`config.mk`:
```
export PLATFORM = sky130hd
export DESIGN_NAME = serial_word_rx
export DESIGN_NICKNAME = d
export VERILOG_FILES = /design/src/rtl/serial_rx_pkg.sv /design/src/rtl/serial_word_rx_fifo.sv /design/src/rtl/serial_word_rx.sv
export SDC_FILE = /design/constraint.sdc
export NUM_CORES = 1
export LEC_CHECK = 0
export ABC_AREA = 0
export ABC_CLOCK_PERIOD_IN_PS = 2500
export CORE_MARGIN = 3
export CORE_UTILIZATION = 50
export CTS_CLUSTER_DIAMETER = 30
export DETAILED_ROUTE_END_ITERATION = 6
export GPL_TIMING_DRIVEN = 0
export PLACE_DENSITY = 0.76
export SYNTH_ARGS = -nofsm -noshare
export SYNTH_HDL_FRONTEND = slang
export SYNTH_SLANG_ARGS = --single-unit
```
`constraint.sdc`:
```
create_clock -name clk -period 2.5 [get_ports clk]
set_clock_uncertainty 0.2 [all_clocks]
set_input_delay 0.5 -clock clk [delete_from_list [all_inputs] [get_ports clk]]
set_output_delay 0.5 -clock clk [all_outputs]
set_load 0.02 [all_outputs]
```
`src/rtl/serial_rx_pkg.sv`:
```
// Shared definitions for the serial word receiver slice.
//   DEFAULT_WIDTH : word width matching the 4-bit parallel-load serialiser
//   rx_state_t    : collector FSM encoding (IDLE = no bits held, COLLECT = partial word)
//   QUEUE_DEPTH   : number of completed words the output queue can hold
package serial_rx_pkg;

  localparam int unsigned DEFAULT_WIDTH = 4;
  localparam int unsigned QUEUE_DEPTH   = 2;

  typedef enum logic {
    IDLE    = 1'b0,
    COLLECT = 1'b1
  } rx_state_t;

endpackage

```
`src/rtl/serial_word_rx_fifo.sv`:
```
// word_fifo2: two-entry FIFO holding recovered words, head presented combinationally
// from a register so outputs are glitch-free.
//   clk, rst   : clock, synchronous active-high reset
//   push       : write push_data (ignored when full unless a pop happens this edge)
//   push_data  : word to enqueue
//   pop        : remove head (ignored when empty)
//   head       : oldest word
//   not_empty  : at least one word stored
//   full       : QUEUE_DEPTH words stored
module word_fifo2
  import serial_rx_pkg::*;
#(
  parameter int unsigned WIDTH = DEFAULT_WIDTH
) (
  input  logic             clk,
  input  logic             rst,
  input  logic             push,
  input  logic [WIDTH-1:0] push_data,
  input  logic             pop,
  output logic [WIDTH-1:0] head,
  output logic             not_empty,
  output logic             full
);

  logic [WIDTH-1:0] mem0_q;  // head slot
  logic [WIDTH-1:0] mem1_q;  // tail slot when two words are held
  logic [1:0]       cnt_q;
  logic             do_pop;
  logic             do_push;

  assign not_empty = (cnt_q != 2'd0);
  assign full      = (cnt_q == 2'(QUEUE_DEPTH));
  assign head      = mem0_q;

  // A pop frees a slot at the same edge, so a push into a full queue is accepted then.
  assign do_pop  = pop && not_empty;
  assign do_push = push && (!full || do_pop);

  always_ff @(posedge clk) begin
    if (rst) begin
      mem0_q <= '0;
      mem1_q <= '0;
      cnt_q  <= '0;
    end else begin
      unique case ({do_push, do_pop})
        2'b11: begin
          if (cnt_q == 2'd1) begin
            mem0_q <= push_data;
          end else begin
            mem0_q <= mem1_q;
            mem1_q <= push_data;
          end
        end
        2'b01: begin
          mem0_q <= mem1_q;
          mem1_q <= '0;
          cnt_q  <= cnt_q - 2'd1;
        end
        2'b10: begin
          if (cnt_q == 2'd0) begin
            mem0_q <= push_data;
          end else begin
            mem1_q <= push_data;
          end
          cnt_q <= cnt_q + 2'd1;
        end
        default: ;
      endcase
    end
  end

endmodule

```
`src/rtl/serial_word_rx.sv`:
```
// serial_word_rx: deserialises the bit stream from the parallel-load shift register
// into WIDTH-bit words and queues them for a valid/ready consumer.
//   clk, rst    : clock, synchronous active-high reset
//   sin, sin_en : serial bit and its qualifying shift strobe
//   sync        : frame restart, drops any partial word
//   dout        : head-of-queue word; dout_valid marks it valid
//   dout_ready  : consumer accepts dout at this edge
//   overrun     : sticky, a completed word was dropped on a full queue
//   word_count  : delivered-word count, wraps
//   busy        : partial word in progress
module serial_word_rx
  import serial_rx_pkg::*;
#(
  parameter int unsigned WIDTH     = DEFAULT_WIDTH,
  parameter bit          MSB_FIRST = 1'b1,
  parameter int unsigned CNT_W     = 8
) (
  input  logic             clk,
  input  logic             rst,
  input  logic             sin,
  input  logic             sin_en,
  input  logic             sync,
  output logic [WIDTH-1:0] dout,
  output logic             dout_valid,
  input  logic             dout_ready,
  output logic             overrun,
  output logic [CNT_W-1:0] word_count,
  output logic             busy
);

  localparam int unsigned        BC_W = $clog2(WIDTH);
  localparam logic [BC_W-1:0]    LAST = BC_W'(WIDTH - 1);

  rx_state_t        state_q, state_d;
  logic [BC_W-1:0]  bitcnt_q, bitcnt_d;
  logic [WIDTH-1:0] shreg_q, shreg_d;
  logic             complete;
  logic             fifo_full;
  logic             pop;
  logic             push;
  logic             overrun_q;
  logic [CNT_W-1:0] count_q;

  always_ff @(posedge clk) begin
    if (rst) begin
      state_q  <= IDLE;
      bitcnt_q <= '0;
      shreg_q  <= '0;
    end else begin
      state_q  <= state_d;
      bitcnt_q <= bitcnt_d;
      shreg_q  <= shreg_d;
    end
  end

  always_comb begin
    shreg_d  = shreg_q;
    bitcnt_d = bitcnt_q;
    complete = 1'b0;
    if (sin_en) begin
      if (MSB_FIRST) shreg_d = {shreg_q[WIDTH-2:0], sin};
      else           shreg_d = {sin, shreg_q[WIDTH-1:1]};
    end
    // sync wins over completion; stale bits left in shreg are shifted out
    // before the restarted word can complete.
    if (sync) begin
      bitcnt_d = sin_en ? BC_W'(1) : '0;
    end else if (sin_en) begin
      if (bitcnt_q == LAST) begin
        bitcnt_d = '0;
        complete = 1'b1;
      end else begin
        bitcnt_d = bitcnt_q + BC_W'(1);
      end
    end
    state_d = (bitcnt_d != '0) ? COLLECT : IDLE;
  end

  assign busy = (state_q == COLLECT);

  assign pop  = dout_valid && dout_ready;
  assign push = complete;

  word_fifo2 #(
    .WIDTH(WIDTH)
  ) u_fifo (
    .clk       (clk),
    .rst       (rst),
    .push      (push),
    .push_data (shreg_d),
    .pop       (pop),
    .head      (dout),
    .not_empty (dout_valid),
    .full      (fifo_full)
  );

  always_ff @(posedge clk) begin
    if (rst) begin
      overrun_q <= 1'b0;
      count_q   <= '0;
    end else begin
      if (complete && fifo_full && !pop) overrun_q <= 1'b1;
      if (pop) count_q <= count_q + CNT_W'(1);
    end
  end

  assign overrun    = overrun_q;
  assign word_count = count_q;

endmodule

```
==> impl_metrics.yaml <==
sta:
  fin_setup_tns_ns: 0
  drv_slew: 0
  finalHoldViolations: 0
  fin_crit_sh_pct: 92.8
  grt_setup_unrepaired: "false"
  tightest_slew_ns: 0.509
  maxSlewHeadroom_pct: 66.1
  max_freq_mhz: 431
  period_minus_slack_ns: 2.32
  setup_viol: 0
floorplanning:
  floorplan.initialDensity_pct: 55.0
  ios: 21
  fp.dieW_um: 56.5
  rows: 17
  core_mm2: 0.00232
  die_area_mm2: 0.00319
  die_h_um: 56.5
grt:
  grtUsageMet2_pct: 27.2
  grt_pass1_wl_mm: 4.76
  grt_start_max_net_pins: 15
  use_met3_pct: 5.29
  gr-total-overflow: 0
  grt_pass1_vias: 1029
  track_usage_pct: 18.5
  grt_use_met1_pct: 26.3
  antenna_found_initial: 0
  top_usage_layer: "met2"
pwr:
  clkPwrFrac_pct: 16.6
  combPwrFrac_pct: 42.0
  p_seq_share_pct: 41.4
  leakagePower_nw: 0.594
  swShare_pct: 37.0
  power_density_mw_per_mm2: 824
  p_sw_w: 0.000465
  internal-power_w: 0.000792
  peakVddDrop_v: 0.000630
layout:
  area_growth_pct: 19.6
  design_area_mm2: 0.00153
  diodes: 0
  finalNetCount: 173
  register_area_um2: 520
  multi_input_area_um2: 703
  fillers: 198
  drive_gt1_share_pct: 10.6
worst_setup_path:
  critPathSlowestCell: "dfxtp_1"
  cp_slowest_stage_delay_ns: 0.40
  end_kind: "primary output"
  path_max_fanout: 10
  worstSetupPathType: "reg -> out"
  worstPathCellList: "inv_1 -> ha_1 -> inv_2 -> dlygate4sd2_1"
  crit_required_ns: 1.80
  startpoint_type: "register"
  cp_data_arrival_time_ns: 1.62
place:
  postPlaceCellArea_mm2: 0.00149
  place_hpwl_mm: 2.03
  io_buffers: 18
  gp_congestion: 0.851
synth:
  synth_edf_count: 0
  yosysTopAreaCell: "dfxtp_1"
  synth_fp_nets: 150
  synthCells: 139
  yosysMostFrequentCell: "dfxtp_1"
  yosysSeqAreaShare_pct: 40.8
  synth_area_leaders: "dfxtp_1 (41%), nor2_1 (6.2%), ha_1 (4.9%)"
  async_flop_share_pct: 0
  dominantRegCellSynth: "dfxtp_1"
  synth.distinct_cells: 35
  synth_top_area_share_pct: 40.8
  synth_commonest_cells: "dfxtp_1 (26), nor2_1 (21), a21oi_1 (12), nand2_1 (10), o21ai_1 (7)"
  ys_seq_elements: 26
  syn_area_mm2: 0.00127
  synth_area_per_cell_um2: 9.17
  ys_warn_count: 0
detailed_routing:
  dr.pass1.iters: 4
  routed_via_density: 5.67
  vias: 1071
  ant_nets: 0
  wl_mm: 2.69
  detail_route.wl_per_cell_um: 14.3
  drt_iter0_markers: 23
  drc: 0
cts:
  htreeDepth: 1
  numClockSinks: 26
  clkLatencyLatePin_ns: 0.32
  cts_root_buf: "clkbuf_4"
  numCtsBuffers: 3
  postCtsHoldBufs: 0
  cts_tree: "built"
  postCtsSetupBuffers: 0
  clk_pin_slew_ns: 0.14
  clockBufferDepth: 2
min_path:
  min_path_type: "in -> reg"
run:
  drv_cap: 0
run_status:
  status: "finished clean"
==> metrics by stage <==
| stage | hold slack (ns) | utilization [%] | std cells | setup WS, ns | total power [W] |
|---|---|---|---|---|---|
| 6_report | 0.246 | 65.8 | 189 | 0.179 | 0.00126 |
| 5_1_grt | 0.239 | 65.8 | 189 | 0.0581 | 0.00134 |
| 4_1_cts | 0.245 | 65.8 | 189 | 0.187 | 0.00126 |
| 3_5_place_dp | 0.258 | 64.3 | 185 | 0.278 | 0.00106 |
| 3_3_place_gp | 0.251 | 64.3 | 185 | 0.285 | 0.00104 |
| 2_1_floorplan | 0.274 | - | 139 | 0.714 | 0.000906 |
==> cell usage in the layout (no fill, tap or decap), types with 2 or more instances in the layout <==
cell | netlist | final
ha_1 | 5 | 5
o21ai_0 | 2 | 2
clkbuf_4 | 0 | 3
o21ai_1 | 7 | 7
nor2b_1 | 2 | 2
a211oi_2 | 4 | 4
nor2_1 | 21 | 21
mux2i_1 | 6 | 6
clkdlybuf4s50_1 | 0 | 17
a21oi_1 | 12 | 12
dfxtp_1 | 26 | 26
nand2_1 | 10 | 10
xnor2_1 | 5 | 5
nor3_1 | 3 | 3
o221a_1 | 5 | 5
xor2_1 | 3 | 3
inv_1 | 3 | 3
a31oi_1 | 4 | 4
nand4_1 | 3 | 3
==> registers in the layout, summed over array words and instances, names as in the netlist <==
register,count
shreg_q,4
overrun,1
bitcnt_q,2
u_fifo.mem1_q,4
u_fifo.head,4
busy,1
word_count,8
u_fifo.cnt_q,2
==> worst max-delay path, delay by kind of cell (launching register included) <==
family	cells	cell delay [ns]
buffers and inverters	3	0.62
flip-flops	1	0.40
adder cells (fa/ha/maj)	1	0.28
==> area by class of cell <==
type / count / area share (%)
plain buffers: 6 / 2.38
multi-input cells: 103 / 46.1
inverters: 4 / 0.984
flip-flops and latches: 26 / 34.1
well taps: 28 / 2.30
clock buffers: 4 / 2.38
repair buffers: 18 / 11.7
==> layer usage <==
| metal | routed length (um) | vias up |
|---|---|---|
| li1 | - | 535 |
| met1 | 1260 | 501 |
| met2 | 1260 | 31 |
| met3 | 143 | 4 |
| met4 | 29 | 0 |
| met5 | 0 | - |
==> final timing paths <==
check	startpoint	to	slack (ns)	depth (start not counted)
setup / recovery	u_fifo.cnt_q[0]$_SDFFE_PP0N_	dout_valid	0.18	4
hold / removal	rst	word_count[1]$_SDFFE_PP0P_	0.25	2
setup reg to reg	u_fifo.cnt_q[0]$_SDFFE_PP0N_	u_fifo.head[0]$_SDFFE_PP0P_	0.50	5
hold reg to reg	overrun$_SDFFE_PP0P_	overrun$_SDFFE_PP0P_	0.29	1
==> power groups by stage <==
stage | Combinational, W | Sequential [W] | Clock, W
after floorplan | 0.000355 | 0.000550 | 0
after global placement | 0.000514 | 0.000524 | 0
after detailed placement | 0.000529 | 0.000528 | 0
after CTS | 0.000526 | 0.000519 | 0.000216
after global routing | 0.000587 | 0.000527 | 0.000231
final | 0.000528 | 0.000520 | 0.000209
==> cell families (layout without fill, tap and decap cells) <==
group / after synthesis / in the layout / share of synthesized area [%]
buffers and inverters: 10 / 32 / 4.02
adders and majority gates: 5 / 5 / 4.91
muxes: 8 / 8 / 6.77
xor gates and xnor gates: 8 / 8 / 5.50
DFF: 26 / 26 / 40.8
and+or+nand+nor: 47 / 47 / 18.8
AOI/OAI and AO/OA: 35 / 35 / 19.1
==> timing repair <==
action / 4_1_cts / 5_1_grt
endpoints found under the hold margin: 0 / 0
endpoints found under the setup margin: 1 / 0
resized for setup: 1 / 0
Note: power is estimated with default switching activity, not from simulation.
